File: src/rtl/sr_input_conditioner.sv
// sr_input_conditioner
// Receives a pair of asynchronous active-low set/reset contacts. Each input
// goes through a 2-flop synchroniser and a per-input debounce filter. The
// filtered pair then drives a registered model of a NAND set/reset latch.
// That latch model produces one-cycle set/reset strobes and a level flag
// while both inputs are asserted.
// No valid/ready handshake exists on this block: the inputs are levels and
// the outputs are levels or single-cycle strobes in the clk domain.

module sr_input_conditioner #(
  parameter int DEBOUNCE_CYCLES = 4,
  parameter int CNT_W           = 4
) (
  input  logic clk,
  input  logic rst_n,
  input  logic s_n,
  input  logic r_n,
  output logic q,
  output logic qbar,
  output logic set_pulse,
  output logic reset_pulse,
  output logic illegal
);

  // Latch states. FORBID is the both-asserted condition of a NAND latch.
  typedef enum logic [1:0] {
    HOLD0  = 2'd0,
    HOLD1  = 2'd1,
    FORBID = 2'd2
  } state_t;

  // The counter tops out at DEBOUNCE_CYCLES-1 and then clears. With the
  // legal parameter range it therefore never wraps.
  localparam logic [CNT_W-1:0] CNT_LAST = CNT_W'(DEBOUNCE_CYCLES - 1);
  localparam logic [CNT_W-1:0] CNT_ONE  = CNT_W'(1);

  logic             s_meta, s_sync, r_meta, r_sync;
  logic             s_f, r_f;
  logic [CNT_W-1:0] s_cnt, r_cnt;
  state_t           state;
  state_t           state_nxt;

  // Latch transition rules on the filtered (active-low) pair.
  // Both released while in FORBID resolves deterministically to HOLD0.
  function automatic state_t next_state(input state_t cur, input logic sf, input logic rf);
    state_t nxt;
    nxt = cur;
    case (cur)
      HOLD0: begin
        if (!sf && rf)       nxt = HOLD1;
        else if (!sf && !rf) nxt = FORBID;
      end
      HOLD1: begin
        if (sf && !rf)       nxt = HOLD0;
        else if (!sf && !rf) nxt = FORBID;
      end
      FORBID: begin
        if (!sf && rf)       nxt = HOLD1;
        else if (sf)         nxt = HOLD0;
      end
      default:               nxt = HOLD0;
    endcase
    return nxt;
  endfunction

  // Two-flop synchronisers. They reset to the released (high) level.
  always_ff @(posedge clk or negedge rst_n) begin
    if (!rst_n) begin
      s_meta <= 1'b1;
      s_sync <= 1'b1;
      r_meta <= 1'b1;
      r_sync <= 1'b1;
    end else begin
      s_meta <= s_n;
      s_sync <= s_meta;
      r_meta <= r_n;
      r_sync <= r_meta;
    end
  end

  // Set-input debounce: s_f follows the synchronised s_n only after
  // DEBOUNCE_CYCLES consecutive disagreeing samples.
  always_ff @(posedge clk or negedge rst_n) begin
    if (!rst_n) begin
      s_f   <= 1'b1;
      s_cnt <= '0;
    end else if (s_sync == s_f) begin
      s_cnt <= '0;
    end else if (s_cnt == CNT_LAST) begin
      s_f   <= s_sync;
      s_cnt <= '0;
    end else begin
      s_cnt <= s_cnt + CNT_ONE;
    end
  end

  // Reset-input debounce. The structure is identical to the set path.
  always_ff @(posedge clk or negedge rst_n) begin
    if (!rst_n) begin
      r_f   <= 1'b1;
      r_cnt <= '0;
    end else if (r_sync == r_f) begin
      r_cnt <= '0;
    end else if (r_cnt == CNT_LAST) begin
      r_f   <= r_sync;
      r_cnt <= '0;
    end else begin
      r_cnt <= r_cnt + CNT_ONE;
    end
  end

  // Next latch state from the current state and the filtered pair.
  always_comb begin
    state_nxt = next_state(state, s_f, r_f);
  end

  // Latch state plus all registered outputs. The outputs are decoded from
  // the next state so that they line up with the state register.
  always_ff @(posedge clk or negedge rst_n) begin
    if (!rst_n) begin
      state       <= HOLD0;
      q           <= 1'b0;
      qbar        <= 1'b1;
      set_pulse   <= 1'b0;
      reset_pulse <= 1'b0;
      illegal     <= 1'b0;
    end else begin
      state       <= state_nxt;
      q           <= (state_nxt != HOLD0);
      qbar        <= (state_nxt != HOLD1);
      illegal     <= (state_nxt == FORBID);
      set_pulse   <= (state_nxt == HOLD1) && (state != HOLD1);
      reset_pulse <= (state_nxt == HOLD0) && (state != HOLD0);
    end
  end

endmodule

File: config.mk
export PLATFORM = sky130hd
export DESIGN_NAME = sr_input_conditioner
export DESIGN_NICKNAME = d
export VERILOG_FILES = /design/src/rtl/sr_input_conditioner.sv
export SDC_FILE = /design/constraint.sdc
export NUM_CORES = 1
export LEC_CHECK = 0
export ABC_AREA = 1
export CAP_MARGIN = 15
export CORE_MARGIN = 4
export CORE_UTILIZATION = 58
export DETAILED_ROUTE_END_ITERATION = 8
export DONT_BUFFER_PORTS = 1
export GPL_TIMING_DRIVEN = 0
export PLACE_DENSITY = 0.74
export RECOVER_POWER = 100
export SYNTH_ARGS = -nofsm -noshare
export SYNTH_HDL_FRONTEND = slang
export SYNTH_SLANG_ARGS = --single-unit
File: constraint.sdc
create_clock -name clk -period 1.31 [get_ports clk]
set_input_delay 0.1965 -clock clk [delete_from_list [all_inputs] [get_ports clk]]
set_output_delay 0.1965 -clock clk [all_outputs]
set_load 0.01 [all_outputs]
==> out/summary.txt, run 1 <==
Final hold vios: 0
Max_cap viols: 0
TritonCTS clock tree: yes
Register bit total from synthesis: 21
Placed Cells: 90
Final setup viols: 0
Crit path time final: 1.07 ns
Row count: 13
Via count: 485
Biggest regs: r_cnt (4), s_cnt (4), state (2)
Critical path type: register to register
CTS clock-pin slew for the worst setup and hold paths: 0.11 ns
N_diodes: 0
Critical-path maximum fanout: 5
Run status: finished, final reports clean
Initial antenna violation count: 0
Rel. slew slack: 0.424
Yosys warning count: 0
Largest net degree at the start of global routing: 22
Vias in the first global route: 442
Clock tree root driver cell: clkbuf_4
Initial core utilization: 0.623
Worst Hold Class: register to register
Global placement routability congestion: 0.704
Pins Over Slew Limit: 0
Clk sinks: 21
H-tree depth: 1
Setup Skew: 0.00548 ns
TNS Setup: 0 ns
Fin crit share: 0.819
Synth-to-layout area growth: 6.40%
Share of post-route cells with drive strength above 1: 0.159
WP data required: 1.50 ns
Most frequent cells in the layout: 16 x nand2_1, 14 x dfrtp_1, 9 x inv_1
Mean post-synth cell area: 10.9 sq um
Die Wd: 45.6 microns
Wire per inst: 10.6 microns
Worst slew pin tran: 0.861 ns
Startpoint class of the critical path: register
Most common library cell in the layout ignoring fill and taps: nand2_1
RSZ-0062 raised after global routing: no
Final ANT Viol Nets: 0
Io pins: 9
GRT Util Overall: 0.130
Fill count: 96
Leak: 0.427 nW
Seq/Total Area, Yosys: 0.651
DIE HEIGHT: 45.6 microns
Max Clk Rate: 932 MHz
# nets final: 89
Cts bufs inserted: 3
Synth unique cells: 17
Final wirelength: 1030 microns
Crit path DAT: 1.27 ns
Max clock buf depth: 2
First-iteration detailed-routing DRC count: 3
Syn_nets: 81
Worst skew pair latency: 0.29 ns
IO buf count: 0
Max rail drop VDD: 1100 uV
Full die area: 2080 sq um
Drt pass-1 iters: 2
Pwr Density: 1930 nW/um^2
CORE AREA: 1320 sq um
Drt via density: 5.00
Syn Inst Count: 75
Setup Fix Bufs, Post-CTS: 0
Crit end category: register
Total gr overflow: 0
Fin cells: 97
First-pass GRT wire length: 1830 microns
Synthesized cell area: 821 sq um
Post-DP HPWL: 781 microns
DRC: 0
## synth_stat cells, drive strengths merged
| cell | number | area [sq um] |
|---|---|---|
| a21boi | 2 | 15.0 |
| dfrtp | 14 | 350 |
| dfstp | 7 | 184 |
| ha | 2 | 25.0 |
| inv | 10 | 37.5 |
| nand2 | 19 | 88.8 |
| nand3 | 4 | 30.0 |
| nand4 | 2 | 12.5 |
| nor2 | 10 | 45.1 |
| nor3 | 1 | 5.00 |
| o21ai | 2 | 10.0 |
| xnor2 | 2 | 17.5 |
## logic make-up (layout without fill, tap and decap cells)
| kind of cell | after synthesis | in the layout | synth area share |
|---|---|---|---|
| AO/OA/AOI/OAI | 4 | 4 | 0.0305 |
| XOR/XNOR | 2 | 2 | 0.0213 |
| adder cells (fa/ha/maj) | 2 | 2 | 0.0305 |
| buffers and inverters | 10 | 17 | 0.0457 |
| flip-flops | 21 | 21 | 0.651 |
| AND/OR/NAND/NOR | 36 | 36 | 0.221 |
## critical path, stage by stage (launching register included)
cell	delay [ns]
dfstp_1	0.60
inv_1	0.09
nand2_2	0.07
nand2_2	0.04
nand2_1	0.10
nor2_1	0.07
## repair_timing
action / 4_1_cts / 5_1_grt
endpoints found under the hold margin: 23 / 0
resized for setup: 0 / 0
hold buffers: 3 / 0
## worst paths after layout
check / from / to / slack [ns] / depth (start not counted)
max reg2reg: s_f$_DFFE_PN1P_ / s_cnt[3]$_DFF_PN0_ / 0.24 / 5
max in group asynchronous: rst_n / s_cnt[0]$_DFF_PN0_ / 0.33 / 1
max: s_f$_DFFE_PN1P_ / s_cnt[3]$_DFF_PN0_ / 0.24 / 5
min reg2reg: s_meta$_DFF_PN1_ / s_sync$_DFF_PN1_ / 0.36 / 0
min in group asynchronous: rst_n / q$_DFF_PN0_ / 0.45 / 1
min: s_meta$_DFF_PN1_ / s_sync$_DFF_PN1_ / 0.36 / 0
## report_power, final
group	switching, mW	leakage, nW	internal, mW
logic	0.218	0.158	0.148
clock network	0.175	0.0150	0.119
registers	0.169	0.254	0.861
## metal layers
metal	global-route usage	up-vias	part of all wire
li1	-	248	-
met1	0.141	222	0.42
met2	0.217	11	0.51
met3	0.0474	4	0.053
met4	0.0702	0	0.019
met5	0	-	0
## metrics by stage
step | hold WS (ns) | utilization | cell area [sq um] | setup WS, ns | total power [mW]
after global placement | -0.0987 | 0.637 | 840 | 0.311 | 1.45
after floorplan | -0.0991 | - | 821 | 0.370 | 1.38
after global routing | 0.368 | 0.663 | 873 | 0.143 | 1.84
final | 0.362 | 0.663 | 873 | 0.237 | 1.69
after CTS | 0.363 | 0.680 | 896 | 0.248 | 1.78
after detailed placement | -0.0986 | 0.637 | 840 | 0.280 | 1.47
## layout make-up
type	instances	area (sq um)	area share
sequential	21	534	0.612
inverter	10	37.5	0.0430
timing repair buffer	3	30.0	0.0344
tap	15	18.8	0.0215
clock buffer	4	26.3	0.0301
multi-input combinational	44	226	0.259
Power figures use the tool's default switching activity.
==> inputs of run 2 (changes only) <==
Settings changed: CORE_UTILIZATION 58 to 52, PLACE_DENSITY 0.74 to 0.7.
Clock period 1.31 ns to 0.89 ns, I/O delays scaled along.
==> run 2 against run 1 <==
  * The flow now finishes with violations (hold timing, setup timing)
  * Fmax rose by 8.0%
  * Sequential share of layout area fell by 7.5 points
  * Die area rose by 9.5%
  * Critical path type unchanged
==> out/summary.txt, run 2 (synthesis gave the netlist of run 1 again) <==
Run status: finished, violations left
Violated checks: hold timing, setup timing
Crit end category: register
Cell-internal power: 1.90 mW (+69%)
Largest net degree at the start of global routing: 22 (unchanged)
Row count: 14 (+1)
Top delay family on crit path: flip-flops
Initial antenna violation count: 0 (unchanged)
Max rail drop VDD: 1580 uV (+44%)
Initial core utilization: 0.545 (-0.0781)
Most frequent cells in the layout: 14 x dfrtp_1, 9 x nand2_2, 8 x nand2_1
Crit-path cells: inv_2, nand2_2, nand2_2, nand2_2, nor2_1
Setup ws final: -0.103 ns (-0.340 ns)
Leak: 0.468 nW (+9.6%)
Drt via density: 5.11 (+2.3%)
Crit path time final: 0.993 ns (-0.0796 ns)
CP peak stage delay: 0.59 ns (about the same)
WP data required: 1.09 ns (-0.41 ns)
Global placement routability congestion: 0.782 (+11%)
First-pass GRT wire length: 2010 microns (+9.8%)
Crit path DAT: 1.19 ns (-0.08 ns)
Multi-input gate area: 298 sq um (+31%)
Max Clk Rate: 1010 MHz (+8.0%)
Combinational share of power: 0.317 (+0.100)
Core Util, Final: 0.660 (-0.00257)
Rel. slew slack: 0.304 (-0.120)
Drt pass-1 iters: 2 (unchanged)
Via count: 537 (+11%)
RSZ-0062 raised after global routing: yes
Placed inst area: 851 sq um (+1.3%)
CTS clock-pin slew for the worst setup and hold paths: 0.11 ns (about the same)
Clk sinks: 21 (unchanged)
Placed Cells: 91 (+1.1%)
Net Sw Frac: 0.350 (+0.0174)
Most frequent CP cell: nand2_2
CORE AREA: 1510 sq um (+14%)
IO buf count: 0 (unchanged)
Max_cap viols: 0 (unchanged)
Pins Over Slew Limit: 0 (unchanged)
Most common library cell in the layout ignoring fill and taps: dfrtp_1
Seq. cell area: 534 sq um (unchanged)
Pwr Density: 2940 nW/um^2 (+52%)
Final setup viols: 14 (+14)
Critical path type: register to register
Post-Layout Inst Area: 995 sq um (+14%)
Critical-path maximum fanout: 5 (unchanged)
Biggest regs: r_cnt (4), s_cnt (4), state (2)
Worst skew pair latency: 0.29 ns (about the same)
Fin crit share: 1.12 (+0.297)
Fill count: 108 (+13%)
Buf+Inv Stages, Crit Path: 1 (unchanged)
Cts bufs inserted: 3 (unchanged)
Final ANT Viol Nets: 0 (unchanged)
Post-DP HPWL: 808 microns (+3.5%)
First-iteration detailed-routing DRC count: 2 (-1)
Vias in the first global route: 517 (+17%)
Clk pwr share: 0.150 (-0.024)
Clock tree root driver cell: clkbuf_4
Worst-path cell with the longest stage delay: dfstp_2
Final hold vios: 14 (+14)
Total gr overflow: 0 (unchanged)
DIE HEIGHT: 47.7 microns (+4.6%)
Max clock buf depth: 2 (unchanged)
Full die area: 2280 sq um (+9.5%)
Worst Hold Class: input pin to asynchronous set/reset pin
Wire per inst: 12.3 microns (+16%)
Share of power burned in registers: 0.533 (-0.076)
# nets final: 96 (+7.9%)
Pwr Total: 2.92 mW (+73%)
DRC: 0 (unchanged)
Final wirelength: 1290 microns (+25%)
GRT Util Overall: 0.135 (+0.00466)
Worst slew pin tran: 1.04 ns (+0.182 ns)
Die Wd: 47.7 microns (+4.6%)
TritonCTS clock tree: yes
H-tree depth: 1 (unchanged)
Pre-CTS WS: -0.0848 ns (-0.365 ns)
WHS: -0.00790 ns (-0.370 ns)
Fin cells: 105 (+8.2%)
Share of post-route cells with drive strength above 1: 0.461 (+0.302)
Startpoint class of the critical path: register
Synth-to-layout area growth: 21.2%
Io pins: 9 (unchanged)
Setup Skew: 0.00244 ns (-0.00303 ns)
Sw Pwr: 1.02 mW (+82%)
N_diodes: 0 (unchanged)
## run 2: changes by cell type in the layout (fill, tap and decap cells not counted), sizes merged
cell and change:
buf +7, clkbuf +1, dlygate4sd3 -1
## run 2: layout make-up
type | instances | share of cell area
Clock buffer | 4 | 0.0264
Inverter | 10 | 0.0403
Multi-Input combinational cell | 44 | 0.299
Sequential cell | 21 | 0.537
Tap cell | 16 | 0.0201
Timing Repair Buffer | 10 | 0.0767
## run 2: through the flow
| step | hold WS (ns) | TNS (ns) |
|---|---|---|
| after floorplan | -0.162 | -0.162 |
| after global placement | -0.162 | -0.521 |
| after detailed placement | -0.162 | -0.618 |
| after CTS | 0.359 | -2.29 |
| after global routing | 0.0505 | -1.68 |
| final | -0.00790 | -0.892 |
## run 2: per-layer routing
layer | track usage | wire length, microns
met1 | 0.152 | 583
met2 | 0.219 | 622
met3 | 0.0338 | 49
met4 | 0.0968 | 36
met5 | 0 | 0
## run 2: repair_timing
action	CTS	global route
hold endpoints to repair	23	0
hold buffers	3	0
gates cloned	0	0
buffers inserted	6	1
pin swaps	4	4
setup endpoints to repair	15	39
resized for setup	5	7
## run 2: final timing paths
| path | cells after the start | start | to | slack (ns) |
|---|---|---|---|---|
| hold reg to reg | 0 | r_meta$_DFF_PN1_ | r_sync$_DFF_PN1_ | 0.36 |
| setup / recovery | 5 | s_f$_DFFE_PN1P_ | s_cnt[2]$_DFF_PN0_ | -0.10 |
| min in group clk | 0 | r_meta$_DFF_PN1_ | r_sync$_DFF_PN1_ | 0.36 |
| max in group asynchronous | 1 | rst_n | r_cnt[2]$_DFF_PN0_ | 0.28 |
| setup reg to reg | 5 | s_f$_DFFE_PN1P_ | s_cnt[2]$_DFF_PN0_ | -0.10 |
| hold / removal | 1 | rst_n | set_pulse$_DFF_PN0_ | -0.008 |
## run 2: power by group through the flow
stage	sequential, mW	clock (mW)	combinational, mW
floorplan	1.53	0	0.534
global placement	1.57	0	0.612
detailed placement	1.57	0	0.631
CTS	1.55	0.455	0.889
global route	1.59	0.508	1.06
finish	1.56	0.439	0.927
